==> config.mk <==
export PLATFORM = sky130hd
export DESIGN_NAME = lighthouse_emulator
export DESIGN_NICKNAME = d
export VERILOG_FILES = /design/src/rtl/lighthouse_pkg.sv /design/src/rtl/ootx_serializer.sv /design/src/rtl/lighthouse_emulator.sv
export SDC_FILE = /design/constraint.sdc
export NUM_CORES = 1
export LEC_CHECK = 0
export ABC_CLOCK_PERIOD_IN_PS = 4900
export CAP_MARGIN = 20
export CORE_MARGIN = 2
export CORE_UTILIZATION = 38
export DETAILED_ROUTE_END_ITERATION = 12
export PLACE_DENSITY = 0.54
export SYNTH_ARGS = -nofsm -noshare
export SYNTH_HDL_FRONTEND = slang
export SYNTH_SLANG_ARGS = --single-unit
export TNS_END_PERCENT = 1
==> constraint.sdc <==
create_clock -name clock -period 4.9 [get_ports clock]
set_input_delay 0.98 -clock clock [delete_from_list [all_inputs] [get_ports clock]]
set_output_delay 0.98 -clock clock [all_outputs]
set_load 0.05 [all_outputs]
==> src/rtl/lighthouse_pkg.sv <==
// Shared definitions for the lighthouse emulator and the receive-side decoder:
// register map, read default, FSM states and sync-code bit positions.
package lighthouse_pkg;

    // Avalon register word indices
    localparam logic [5:0] ADDR_CTRL   = 6'd0;
    localparam logic [5:0] ADDR_SWEEP0 = 6'd1;
    localparam logic [5:0] ADDR_SWEEP1 = 6'd2;
    localparam logic [5:0] ADDR_OOTX   = 6'd3;
    localparam logic [5:0] ADDR_STATUS = 6'd4;

    // Value returned for any unmapped address
    localparam logic [31:0] READ_DEFAULT = 32'hDEAD_BEEF;

    // Register field positions
    localparam int CTRL_ENABLE_BIT = 0;
    localparam int CTRL_SKIP_BIT   = 1;
    localparam int STATUS_BUSY_BIT = 0;
    localparam int STATUS_ERR_BIT  = 1;

    // Sync code {skip, data, axis} bit positions
    localparam int CODE_SKIP_BIT = 2;
    localparam int CODE_DATA_BIT = 1;
    localparam int CODE_AXIS_BIT = 0;

    typedef enum logic [2:0] {
        ST_IDLE  = 3'd0,
        ST_SYNC  = 3'd1,
        ST_GAP   = 3'd2,
        ST_SWEEP = 3'd3,
        ST_TAIL  = 3'd4
    } lh_state_e;

    // Sync pulse width in ticks for a 3-bit code
    function automatic logic [31:0] sync_width(input logic [2:0]  code,
                                               input logic [31:0] base,
                                               input logic [31:0] step);
        return base + ({29'd0, code} * step);
    endfunction

endpackage

==> src/rtl/ootx_serializer.sv <==
// Holds the OOTX data word and walks through it MSB first, one bit per frame.
// A new word restarts the walk at bit 31.
module ootx_serializer (
    input  logic        clock,
    input  logic        reset_n,
    input  logic        i_load,
    input  logic [31:0] i_word,
    input  logic        i_advance,
    output logic [31:0] o_word,
    output logic        o_bit,
    output logic        o_bit_next
);

    logic [31:0] r_word;
    logic [4:0]  r_idx;
    logic [4:0]  w_idx_next;

    // Word load restarts the index; otherwise step once per frame end (5-bit wrap)
    always_ff @(posedge clock or negedge reset_n) begin
        if (!reset_n) begin
            r_word <= '0;
            r_idx  <= '0;
        end else if (i_load) begin
            r_word <= i_word;
            r_idx  <= '0;
        end else if (i_advance) begin
            r_idx  <= r_idx + 5'd1;
        end
    end

    assign w_idx_next = r_idx + 5'd1;
    assign o_word     = r_word;
    // o_bit_next is the bit the next frame will carry when this edge also advances
    assign o_bit      = r_word[5'd31 - r_idx];
    assign o_bit_next = r_word[5'd31 - w_idx_next];

endmodule

==> src/rtl/lighthouse_emulator.sv <==
// Lighthouse base-station emulator: one sync flash plus one sweep pulse per
// frame on sensor_signal_o, programmed through a small Avalon-MM register set.
module lighthouse_emulator
    import lighthouse_pkg::*;
#(
    parameter int FRAME_TICKS = 416667,
    parameter int SYNC_BASE   = 3125,
    parameter int SYNC_STEP   = 521,
    parameter int SWEEP_WIDTH = 500
) (
    input  logic        clock,
    input  logic        reset_n,
    input  logic [5:0]  address,
    input  logic        write,
    input  logic [31:0] writedata,
    input  logic        read,
    output logic [31:0] readdata,
    output logic        waitrequest,
    output logic        sensor_signal_o
);

    localparam logic [31:0] LP_LAST = 32'(FRAME_TICKS - 1);
    localparam logic [31:0] LP_SWW  = 32'(SWEEP_WIDTH);

    // Register file
    logic        r_enable;
    logic        r_skip;
    logic [31:0] r_sweep0;
    logic [31:0] r_sweep1;
    logic        r_sweep_err;
    logic [15:0] r_frame_count;

    // Frame state
    lh_state_e   r_state;
    lh_state_e   w_state_nxt;
    logic [31:0] r_tick;
    logic        r_axis;
    logic [2:0]  r_sh_code;
    logic [31:0] r_sh_sweep;
    logic        r_sensor;

    logic        w_wr_ctrl, w_wr_sw0, w_wr_sw1, w_wr_ootx, w_wr_status;
    logic [31:0] w_ootx_word;
    logic        w_ootx_bit, w_ootx_bit_next;
    logic        w_frame_end;
    logic        w_sync_entry;
    logic        w_axis_next;
    logic [2:0]  w_code_next;
    logic [31:0] w_sync_width;
    logic        w_sweep_bad;
    logic        w_busy;
    logic        w_read_unused;

    // Reads have no side effects; the strobe is accepted but not needed
    assign w_read_unused = read;
    assign waitrequest   = 1'b0;

    assign w_wr_ctrl   = write && (address == ADDR_CTRL);
    assign w_wr_sw0    = write && (address == ADDR_SWEEP0);
    assign w_wr_sw1    = write && (address == ADDR_SWEEP1);
    assign w_wr_ootx   = write && (address == ADDR_OOTX);
    assign w_wr_status = write && (address == ADDR_STATUS);

    ootx_serializer u_ootx (
        .clock      (clock),
        .reset_n    (reset_n),
        .i_load     (w_wr_ootx),
        .i_word     (writedata),
        .i_advance  (w_frame_end),
        .o_word     (w_ootx_word),
        .o_bit      (w_ootx_bit),
        .o_bit_next (w_ootx_bit_next)
    );

    assign w_busy       = (r_state != ST_IDLE);
    assign w_frame_end  = w_busy && (r_tick == LP_LAST);
    assign w_sync_entry = r_enable && ((r_state == ST_IDLE) || w_frame_end);
    // At a frame boundary the new frame uses the toggled axis and advanced bit
    assign w_axis_next  = w_frame_end ? ~r_axis : r_axis;

    assign w_sync_width = sync_width(r_sh_code, 32'(SYNC_BASE), 32'(SYNC_STEP));
    // 33-bit compares so a huge programmed sweep tick cannot wrap into range
    assign w_sweep_bad  = ({1'b0, r_sh_sweep} < ({1'b0, w_sync_width} + 33'd1)) ||
                          (({1'b0, r_sh_sweep} + {1'b0, LP_SWW}) > 33'(FRAME_TICKS));

    // Sync code for the frame about to start, from pre-edge register values
    always_comb begin
        w_code_next                = '0;
        w_code_next[CODE_SKIP_BIT] = r_skip;
        w_code_next[CODE_DATA_BIT] = w_frame_end ? w_ootx_bit_next : w_ootx_bit;
        w_code_next[CODE_AXIS_BIT] = w_axis_next;
    end

    // FSM state register
    always_ff @(posedge clock or negedge reset_n) begin
        if (!reset_n) r_state <= ST_IDLE;
        else          r_state <= w_state_nxt;
    end

    // Next-state logic; the frame boundary overrides whatever phase is active
    always_comb begin
        w_state_nxt = r_state;
        case (r_state)
            ST_IDLE:  if (r_enable) w_state_nxt = ST_SYNC;
            ST_SYNC:  if (r_tick == w_sync_width - 32'd1) w_state_nxt = ST_GAP;
            ST_GAP: begin
                if (r_sh_code[CODE_SKIP_BIT] || w_sweep_bad)
                    w_state_nxt = ST_TAIL;
                else if (r_tick + 32'd1 == r_sh_sweep)
                    w_state_nxt = ST_SWEEP;
            end
            ST_SWEEP: if (r_tick == r_sh_sweep + LP_SWW - 32'd1) w_state_nxt = ST_TAIL;
            ST_TAIL:  ;
            default:  w_state_nxt = ST_IDLE;
        endcase
        if (w_frame_end) w_state_nxt = r_enable ? ST_SYNC : ST_IDLE;
    end

    // Frame tick, axis, per-frame shadows and the registered light output
    always_ff @(posedge clock or negedge reset_n) begin
        if (!reset_n) begin
            r_tick        <= '0;
            r_axis        <= 1'b0;
            r_sh_code     <= '0;
            r_sh_sweep    <= '0;
            r_frame_count <= '0;
            r_sensor      <= 1'b0;
        end else begin
            r_tick   <= (w_frame_end || !w_busy) ? 32'd0 : r_tick + 32'd1;
            r_sensor <= (w_state_nxt == ST_SYNC) || (w_state_nxt == ST_SWEEP);
            if (w_frame_end) begin
                r_axis        <= ~r_axis;
                r_frame_count <= r_frame_count + 16'd1;
            end
            if (w_sync_entry) begin
                r_sh_code  <= w_code_next;
                r_sh_sweep <= w_axis_next ? r_sweep1 : r_sweep0;
            end
        end
    end

    assign sensor_signal_o = r_sensor;

    // Software-visible registers; a detected bad sweep wins over a same-edge clear
    always_ff @(posedge clock or negedge reset_n) begin
        if (!reset_n) begin
            r_enable    <= 1'b0;
            r_skip      <= 1'b0;
            r_sweep0    <= '0;
            r_sweep1    <= '0;
            r_sweep_err <= 1'b0;
        end else begin
            if (w_wr_ctrl) begin
                r_enable <= writedata[CTRL_ENABLE_BIT];
                r_skip   <= writedata[CTRL_SKIP_BIT];
            end
            if (w_wr_sw0) r_sweep0 <= writedata;
            if (w_wr_sw1) r_sweep1 <= writedata;
            if ((r_state == ST_GAP) && !r_sh_code[CODE_SKIP_BIT] && w_sweep_bad)
                r_sweep_err <= 1'b1;
            else if (w_wr_status && writedata[STATUS_ERR_BIT])
                r_sweep_err <= 1'b0;
        end
    end

    // Combinational readback
    always_comb begin
        readdata = READ_DEFAULT;
        case (address)
            ADDR_CTRL:   readdata = {30'd0, r_skip, r_enable};
            ADDR_SWEEP0: readdata = r_sweep0;
            ADDR_SWEEP1: readdata = r_sweep1;
            ADDR_OOTX:   readdata = w_ootx_word;
            ADDR_STATUS: readdata = {r_frame_count, 14'd0, r_sweep_err, w_busy};
            default:     readdata = READ_DEFAULT;
        endcase
    end

endmodule
# Word-level counts from Yosys, hierarchy flattened
# Index checks and enable logic that the tools add are counted.
totals:
  register_bits: 192
  inputBits: 42
  out_inout_bits: 34
  elab_cells: 88
classes:
  addsub: 11
  mul: 1
  order_cmp: 4
  eq_ne: 14
  n_mux: 21
  bitwise_logic: 1
  n_reduce_logical: 22
op_table:
  columns: ["op", "count"]
  rows:
  - ["$pmux W32 S5", 1]
  - ["$eq A32 B32 Y1", 3]
  - ["$mux W32", 2]
  - ["$add A32 B9 Y33 const B", 1]
  - ["$gt A33 B19 Y1 const B", 1]
  - ["$add A32 B1 Y32 const B", 1]
  - ["$add A32 B9 Y32 const B", 1]
  - ["$eq A32 B19 Y1 const B", 1]
  - ["$lt A32 B15 Y1", 1]
  - ["$sub A32 B1 Y32 const B", 1]
  - ["$mux W3", 6]
  - ["$add A16 B1 Y16 const B", 1]
  - ["$add A14 B1 Y15 const B", 1]
  - ["$pmux W3 S5", 1]
  - ["$sub A14 B1 Y15 const B", 1]
  - ["$add A12 B13 Y14 const A", 1]
  - ["$mul A3 B10 Y13 const B", 1]
  - ["$eq A6 B2 Y1 const B", 2]
  - ["$lt A5 B6 Y1 const B", 2]
  - ["$bmux W1 S5", 2]
  - ["$logic_and A1 B1 Y1", 10]
  - ["$mux W5", 2]
  - ["$sub A5 B5 Y5 const A", 2]
  - ["$eq A3 B2 Y1 const B", 3]
  - ["13 further kinds", 26]

# Logic depth before layout (Yosys ltp)
depth:
  word_depth: 11
  mapped_depth: 16
  ltp_nobuf: 16

# Cells and area by module
# From an unflattened synthesis, not the netlist that was laid out.
unflattened:
  hier_cells: 1367
  area_unflattened_um2: 13299.0
by_module_without_submodules:
  columns: ["mod", "n_inst", "cells_each", "area_per_inst_um2", "seq_area_each_um2"]
  rows:
  - ["lighthouse_emulator", 1, 1234, 11277.1, 3878.7]
  - ["ootx_serializer", 1, 133, 2021.9, 925.9]

# Worst setup path before layout
# Ideal clock, no wire load.
synth_path:
  kind: "input to output"
  from: "input port address[2]"
  to: "output port readdata[10]"
  t_arrival_ps: 2823
  t_required_ps: 3920
  path_slack_ps: 1097
  stages: 8
  n_path_buf: 3
  path_cell_list: "clkbuf_1 nor4_1 nand2_1 nor2_1 clkbuf_1 clkbuf_1 a221oi_1 nand2_1"
synth_between:
  elab_chain_len: 2
  word_cells_on_any_way: 6
  classes_between: "4 x eq/ne; 1 x mux; 1 x reduce/logical"
synth_lines:
  columns: ["element", "line_no", "text"]
  rows:
  - ["start: declaration", "lighthouse_emulator.sv:13", "input logic [5:0] address,"]
  - ["$eq A6 B3 Y1, or another cell as far along", "lighthouse_emulator.sv:169", "case (address)"]
  - ["$pmux W32 S5 (*)", "lighthouse_emulator.sv:169", null]
  - ["end: declaration", "lighthouse_emulator.sv:17", "output logic [31:0] readdata,"]
# Mark *: on every way between the ends. The rest lies on a longest branch, timed or not.

# Worst setup path in the final report
layout_path:
  from: "register r_sh_code[2]"
  to: "register r_sensor (netlist: sensor_signal_o)"
layout_between:
  elab_chain_len: 11
  word_cells_on_any_way: 15
  classes_between: "3 x add/sub; 1 x mul; 1 x order compare; 3 x eq/ne; 4 x mux; 3 x reduce/logical"
layout_lines:
  columns: ["element", "line_no", "text"]
  rows:
  - ["start: declaration", "lighthouse_emulator.sv:38", "logic [2:0] r_sh_code;"]
  - ["start signal: assignment", "lighthouse_emulator.sv:136", "r_sh_code <= w_code_next;"]
  - ["$mul A3 B10 Y13", "lighthouse_pkg.sv:38", "return base + ({29'd0, code} * step);"]
  - ["$add A12 B13 Y14", "lighthouse_pkg.sv:38", null]
  - ["$add A14 B1 Y15", "lighthouse_emulator.sv:83", "assign w_sweep_bad = ({1'b0, r_sh_sweep} < ({1'b0, w_sync_width} + 33'd1)) ||"]
  - ["$lt A32 B15 Y1", "lighthouse_emulator.sv:83", null]
  - ["$logic_or A1 B1 Y1", "lighthouse_emulator.sv:83", null]
  - ["$logic_or A1 B1 Y1", "lighthouse_emulator.sv:107", "if (r_sh_code[CODE_SKIP_BIT] || w_sweep_bad)"]
  - ["$mux W3", "lighthouse_emulator.sv:107", null]
  - ["$pmux W3 S5 (*)", "lighthouse_emulator.sv:103", "case (r_state)"]
  - ["$mux W3 (*)", "lighthouse_emulator.sv:116", "if (w_frame_end) w_state_nxt = r_enable ? ST_SYNC : ST_IDLE;"]
  - ["$eq A3 B1 Y1 / $eq A3 B2 Y1 (equally long branches)", "lighthouse_emulator.sv:130", "r_sensor <= (w_state_nxt == ST_SYNC) || (w_state_nxt == ST_SWEEP);"]
  - ["$logic_or A1 B1 Y1 (*)", "lighthouse_emulator.sv:130", null]
  - ["end signal: assignment", "lighthouse_emulator.sv:130", null]
  - ["end: declaration", "lighthouse_emulator.sv:40", "logic r_sensor;"]
# Marks and branches as above.
# A chain may end at the register's enable or synchronous reset.

==> results_dict.tcl <==
set metrics [dict create \
    outcome "finished, final reports clean" \
    cts_tree "built" \
    min_delay_path_depth 1 \
    timing.critical_path.required_ns 5.28 \
    wl_mm 40.10 \
    synth_enable_flop_cells 0 \
    synth_top_flop_cell "sky130_fd_sc_hd__dfrtp_1" \
    grt_first_pass_wirelength_mm 63.78 \
    hold_slack_ns 0.4887 \
    io_pins 76 \
    critical_path_buf_inv_count 1 \
    synth_fa_ha_area_share_pct 3.020 \
    final.fill_count 3320 \
    yosys.area_share.xor_xnor_pct 9.484 \
    via_count_of_the_first_global_routing_pass 10836 \
    clock-root-buffer "sky130_fd_sc_hd__clkbuf_16" \
    die-area_um2 36400 \
    fmaxAchievable_mhz 229.9 \
    hold_end "r_frame_count[15]" \
    clock_insertion_delay_worst_skew_ns 0.46 \
    fin_tns_setup_ns 0 \
    synth-simple-area-share_pct 18.93 \
    grt_overflow_total 0 \
    drt-initial-drc-count 983 \
    timing.setup.critical_path_class "reg -> reg" \
    vias 11028 \
    clock-sinks 192 \
    die_width_um 190.8 \
    number_of_cell_instances_on_the_worst_register_to_register_path 15 \
    area.growth.synth_to_final_pct 15.37 \
    yosysWarnings 0 \
    synth_largest_type_area_fraction_pct 36.24 \
    timing.slew.headroom_pct 32.44 \
    placement_rows 68 \
    vdd.ir_drop.worst_mv 0.2504 \
    finalSetupViolCount 0 \
    netSwitchingPower_mw 1.695 \
    drv_cap 0 \
    critical_path.cell_chain "inv_1 > ha_1 > or2_2 > o211a_1 > nor2_1 > xnor2_1 > ha_1 > and3_1 > o211ai_1 > o211a_1 > o21ai_0 > o2111ai_1 > a2111oi_4 > a41oi_2 > nand3_1" \
    grt_setup_unrepaired "false" \
    dr.pass1.iters 5 \
    rrSetupSlack_ns 0.55 \
    post_synth_main_area_contributors "sky130_fd_sc_hd__dfrtp_1 36%, sky130_fd_sc_hd__mux2_2 8.8%, sky130_fd_sc_hd__xnor2_1 5.9%, sky130_fd_sc_hd__nor2_1 3.5%, sky130_fd_sc_hd__xor2_1 3.4%" \
    cellPowerDensity_nw_per_um2 310.7 \
    io_buffers 73 \
    cp-end-kind "flop" \
    mappedNetlistArea_um2 13260 \
    synth_fp_nets 1462 \
    regArea_um2 4805 \
    cts_resized 0 \
    cellLeakagePower_nw 6.645 \
    cp-start-kind "flop" \
    detailedPlacementHpwl_mm 28.81 \
    worst_path_max_delay_cell "sky130_fd_sc_hd__dfrtp_1" \
    layout_common_cells "192 x sky130_fd_sc_hd__dfrtp_1, 124 x sky130_fd_sc_hd__nor2_1, 104 x sky130_fd_sc_hd__mux2_2" \
    yosys-mux-area-fraction_pct 15.17 \
    layout_cell_share_with_drive_strength_beyond_1_pct 16.80 \
    routedWlPerCell_um 21.49 \
    cpPeakStageDelay_ns 0.51 \
    post_drt_via_cell_ratio 5.910 \
    critical_path_peak_fanout 9 \
    final.min_clock_period_ns 4.350 \
    nets 1472 \
    post_cts_hold_buffer_count 0 \
    synth_top_family_by_area "simple AND/OR/NAND/NOR gates" \
    async_reset_ff_share_pct 100.0 \
    floorplan.die.height_um 190.8 \
    yosys.area.top_type "sky130_fd_sc_hd__dfrtp_1" \
    post_synth.cell_area_avg_um2 9.553 \
    clk_pin_slew_ns 0.09 \
    finalHoldViolations 0 \
    share_comb_of_total_power_pct 26.7 \
    track_usage_pct 22.61 \
    total_power_mw 4.754 \
    antenna_left 0 \
    power_share_of_the_sequential_group_pct 43.5 \
    insertedDiodeCount 0 \
    switching_power_as_a_share_of_total_power_pct 35.66 \
    worstReg2RegEnd "sensor_signal_o" \
    fin_worst_skew_ns 0.01505 \
    share_of_power_burned_in_the_clock_network_pct 29.8 \
    critical_path.startpoint "r_sh_code[2]" \
    post-cts-setup-buffer-count 0 \
    path_delay_family "compound AO/OA/AOI/OAI gates" \
    post_dp_cell_area_um2 14720 \
    yosys_register_bits 192 \
    synth_compound_gate_area_share_pct 12.81 \
    cts-buffers-inserted 17 \
    initial_core_util_pct 38.48 \
    core_area_um2 34460 \
    syn-instance-count 1388 \
    worst_hold_path_type "reg -> reg" \
    worst-path-stages 15 \
    worstPathArrival_ns 4.73 \
    multi_input_comb_area_um2 7901 \
    r2r_startpoint "r_sh_code[2]" \
    postLayoutCellArea_um2 15300 \
    grt_start_max_net_pins 88 \
    layout_commonest_cell "sky130_fd_sc_hd__dfrtp_1" \
    htree_num_levels 4 \
    internal_power_of_the_cells_mw 3.058 \
    route.detailed.drc 0 \
    worst_hold_startpoint "r_frame_count[15]" \
    worst_slew_pin_slew_ns 1.011 \
    slew_viol_final 0 \
    global_placer_s_final_weighted_congestion 0.8812 \
    netlist-cell-type-count 79 \
    finalCritPeriodShare_pct 88.77 \
    number_of_antenna_violations_at_the_first_check_in_global_routing 0 \
    synth.yosys.seq_area_share_pct 36.24 \
    clk_path_buf_depth 2 \
]
==> cells by family after synthesis <==
kind of cell / after synthesis
flops: 192
buf+inv: 143
xor+xnor: 142
mux: 163
fa+ha+maj: 32
simple gates: 486
other cells: 1
compound gates: 229
==> worst max path at each step <==
| stage | to | slack (ns) |
|---|---|---|
| after floorplan | readdata[10] | 1.10 |
| after global placement | sensor_signal_o | 0.58 |
| after detailed placement | sensor_signal_o | 0.54 |
| after CTS | sensor_signal_o | 0.51 |
| after global routing | sensor_signal_o | 0.31 |
| final | sensor_signal_o | 0.55 |
==> power by group through the flow <==
stage	sequential (mW)	combinational (mW)	clock [mW]
after global placement	2.09	1.25	0
after detailed placement	2.09	1.27	0
after floorplan	1.89	1.04	0
final	2.07	1.27	1.42
after global routing	2.11	1.38	1.51
after CTS	2.06	1.27	1.45
==> synthesized netlist by cell type, types with 4 or more instances <==
cell type	n
sky130_fd_sc_hd__a2111oi_0	4
sky130_fd_sc_hd__a211oi_1	10
sky130_fd_sc_hd__a21boi_0	8
sky130_fd_sc_hd__a21oi_1	56
sky130_fd_sc_hd__a221o_1	23
sky130_fd_sc_hd__a221oi_1	12
sky130_fd_sc_hd__a222oi_1	5
sky130_fd_sc_hd__a22oi_1	4
sky130_fd_sc_hd__a31oi_1	9
sky130_fd_sc_hd__and2_1	7
sky130_fd_sc_hd__and3_1	23
sky130_fd_sc_hd__and3b_1	5
sky130_fd_sc_hd__and4_1	9
sky130_fd_sc_hd__buf_1	12
sky130_fd_sc_hd__buf_2	20
sky130_fd_sc_hd__clkbuf_1	79
sky130_fd_sc_hd__dfrtp_1	192
sky130_fd_sc_hd__ha_1	32
sky130_fd_sc_hd__inv_1	30
sky130_fd_sc_hd__mux2_2	104
sky130_fd_sc_hd__mux2i_1	39
sky130_fd_sc_hd__mux4_2	20
sky130_fd_sc_hd__nand2_1	93
sky130_fd_sc_hd__nand2b_1	11
sky130_fd_sc_hd__nand3_1	51
sky130_fd_sc_hd__nand4_1	37
sky130_fd_sc_hd__nand4b_1	7
sky130_fd_sc_hd__nor2_1	125
sky130_fd_sc_hd__nor2b_1	6
sky130_fd_sc_hd__nor3_1	38
sky130_fd_sc_hd__nor3b_1	4
sky130_fd_sc_hd__nor4_1	33
sky130_fd_sc_hd__o2111ai_1	4
sky130_fd_sc_hd__o211a_1	4
sky130_fd_sc_hd__o211ai_1	17
sky130_fd_sc_hd__o21ai_0	22
sky130_fd_sc_hd__o22ai_1	6
sky130_fd_sc_hd__o31a_1	5
sky130_fd_sc_hd__o31ai_1	7
sky130_fd_sc_hd__or2_2	7
sky130_fd_sc_hd__or3_1	8
sky130_fd_sc_hd__or4_1	7
sky130_fd_sc_hd__xnor2_1	89
sky130_fd_sc_hd__xor2_1	52
==> routing by layer <==
metal	track usage [%]	part of all wire, %
met3	2.705	4.8
met4	6.172	1.7
met5	0	0
met2	35.84	47
met1	32.49	47
==> stage by stage <==
step,worst slack [ns],instances,utilization (%)
finish,0.5502,1866,44.39
global route,0.3125,1866,44.39
CTS,0.5123,1866,44.39
detailed placement,0.5359,1834,42.72
global placement,0.5829,1834,42.72
floorplan,1.097,1388,-
==> area by class of cell <==
type	instances	share of cell area [%]
inverters	30	0.7361
clock buffers	19	2.830
multi-input cells	1053	51.65
flip-flops and latches	192	31.41
well taps	455	3.722
repair buffers	104	8.711
clock inverters	13	0.9406
==> state kept, by name, indices dropped and copies added (netlist names) <==
name and cells:
r_frame_count 16, r_sweep0 32, r_enable 1, r_sweep1 32
sensor_signal_o 1, r_sweep_err 1, r_tick 32, u_ootx.r_idx 5
r_state 3, r_sh_code 3, r_axis 1, u_ootx.o_word 32
r_skip 1, r_sh_sweep 32
Power figures use the tool's default switching activity.
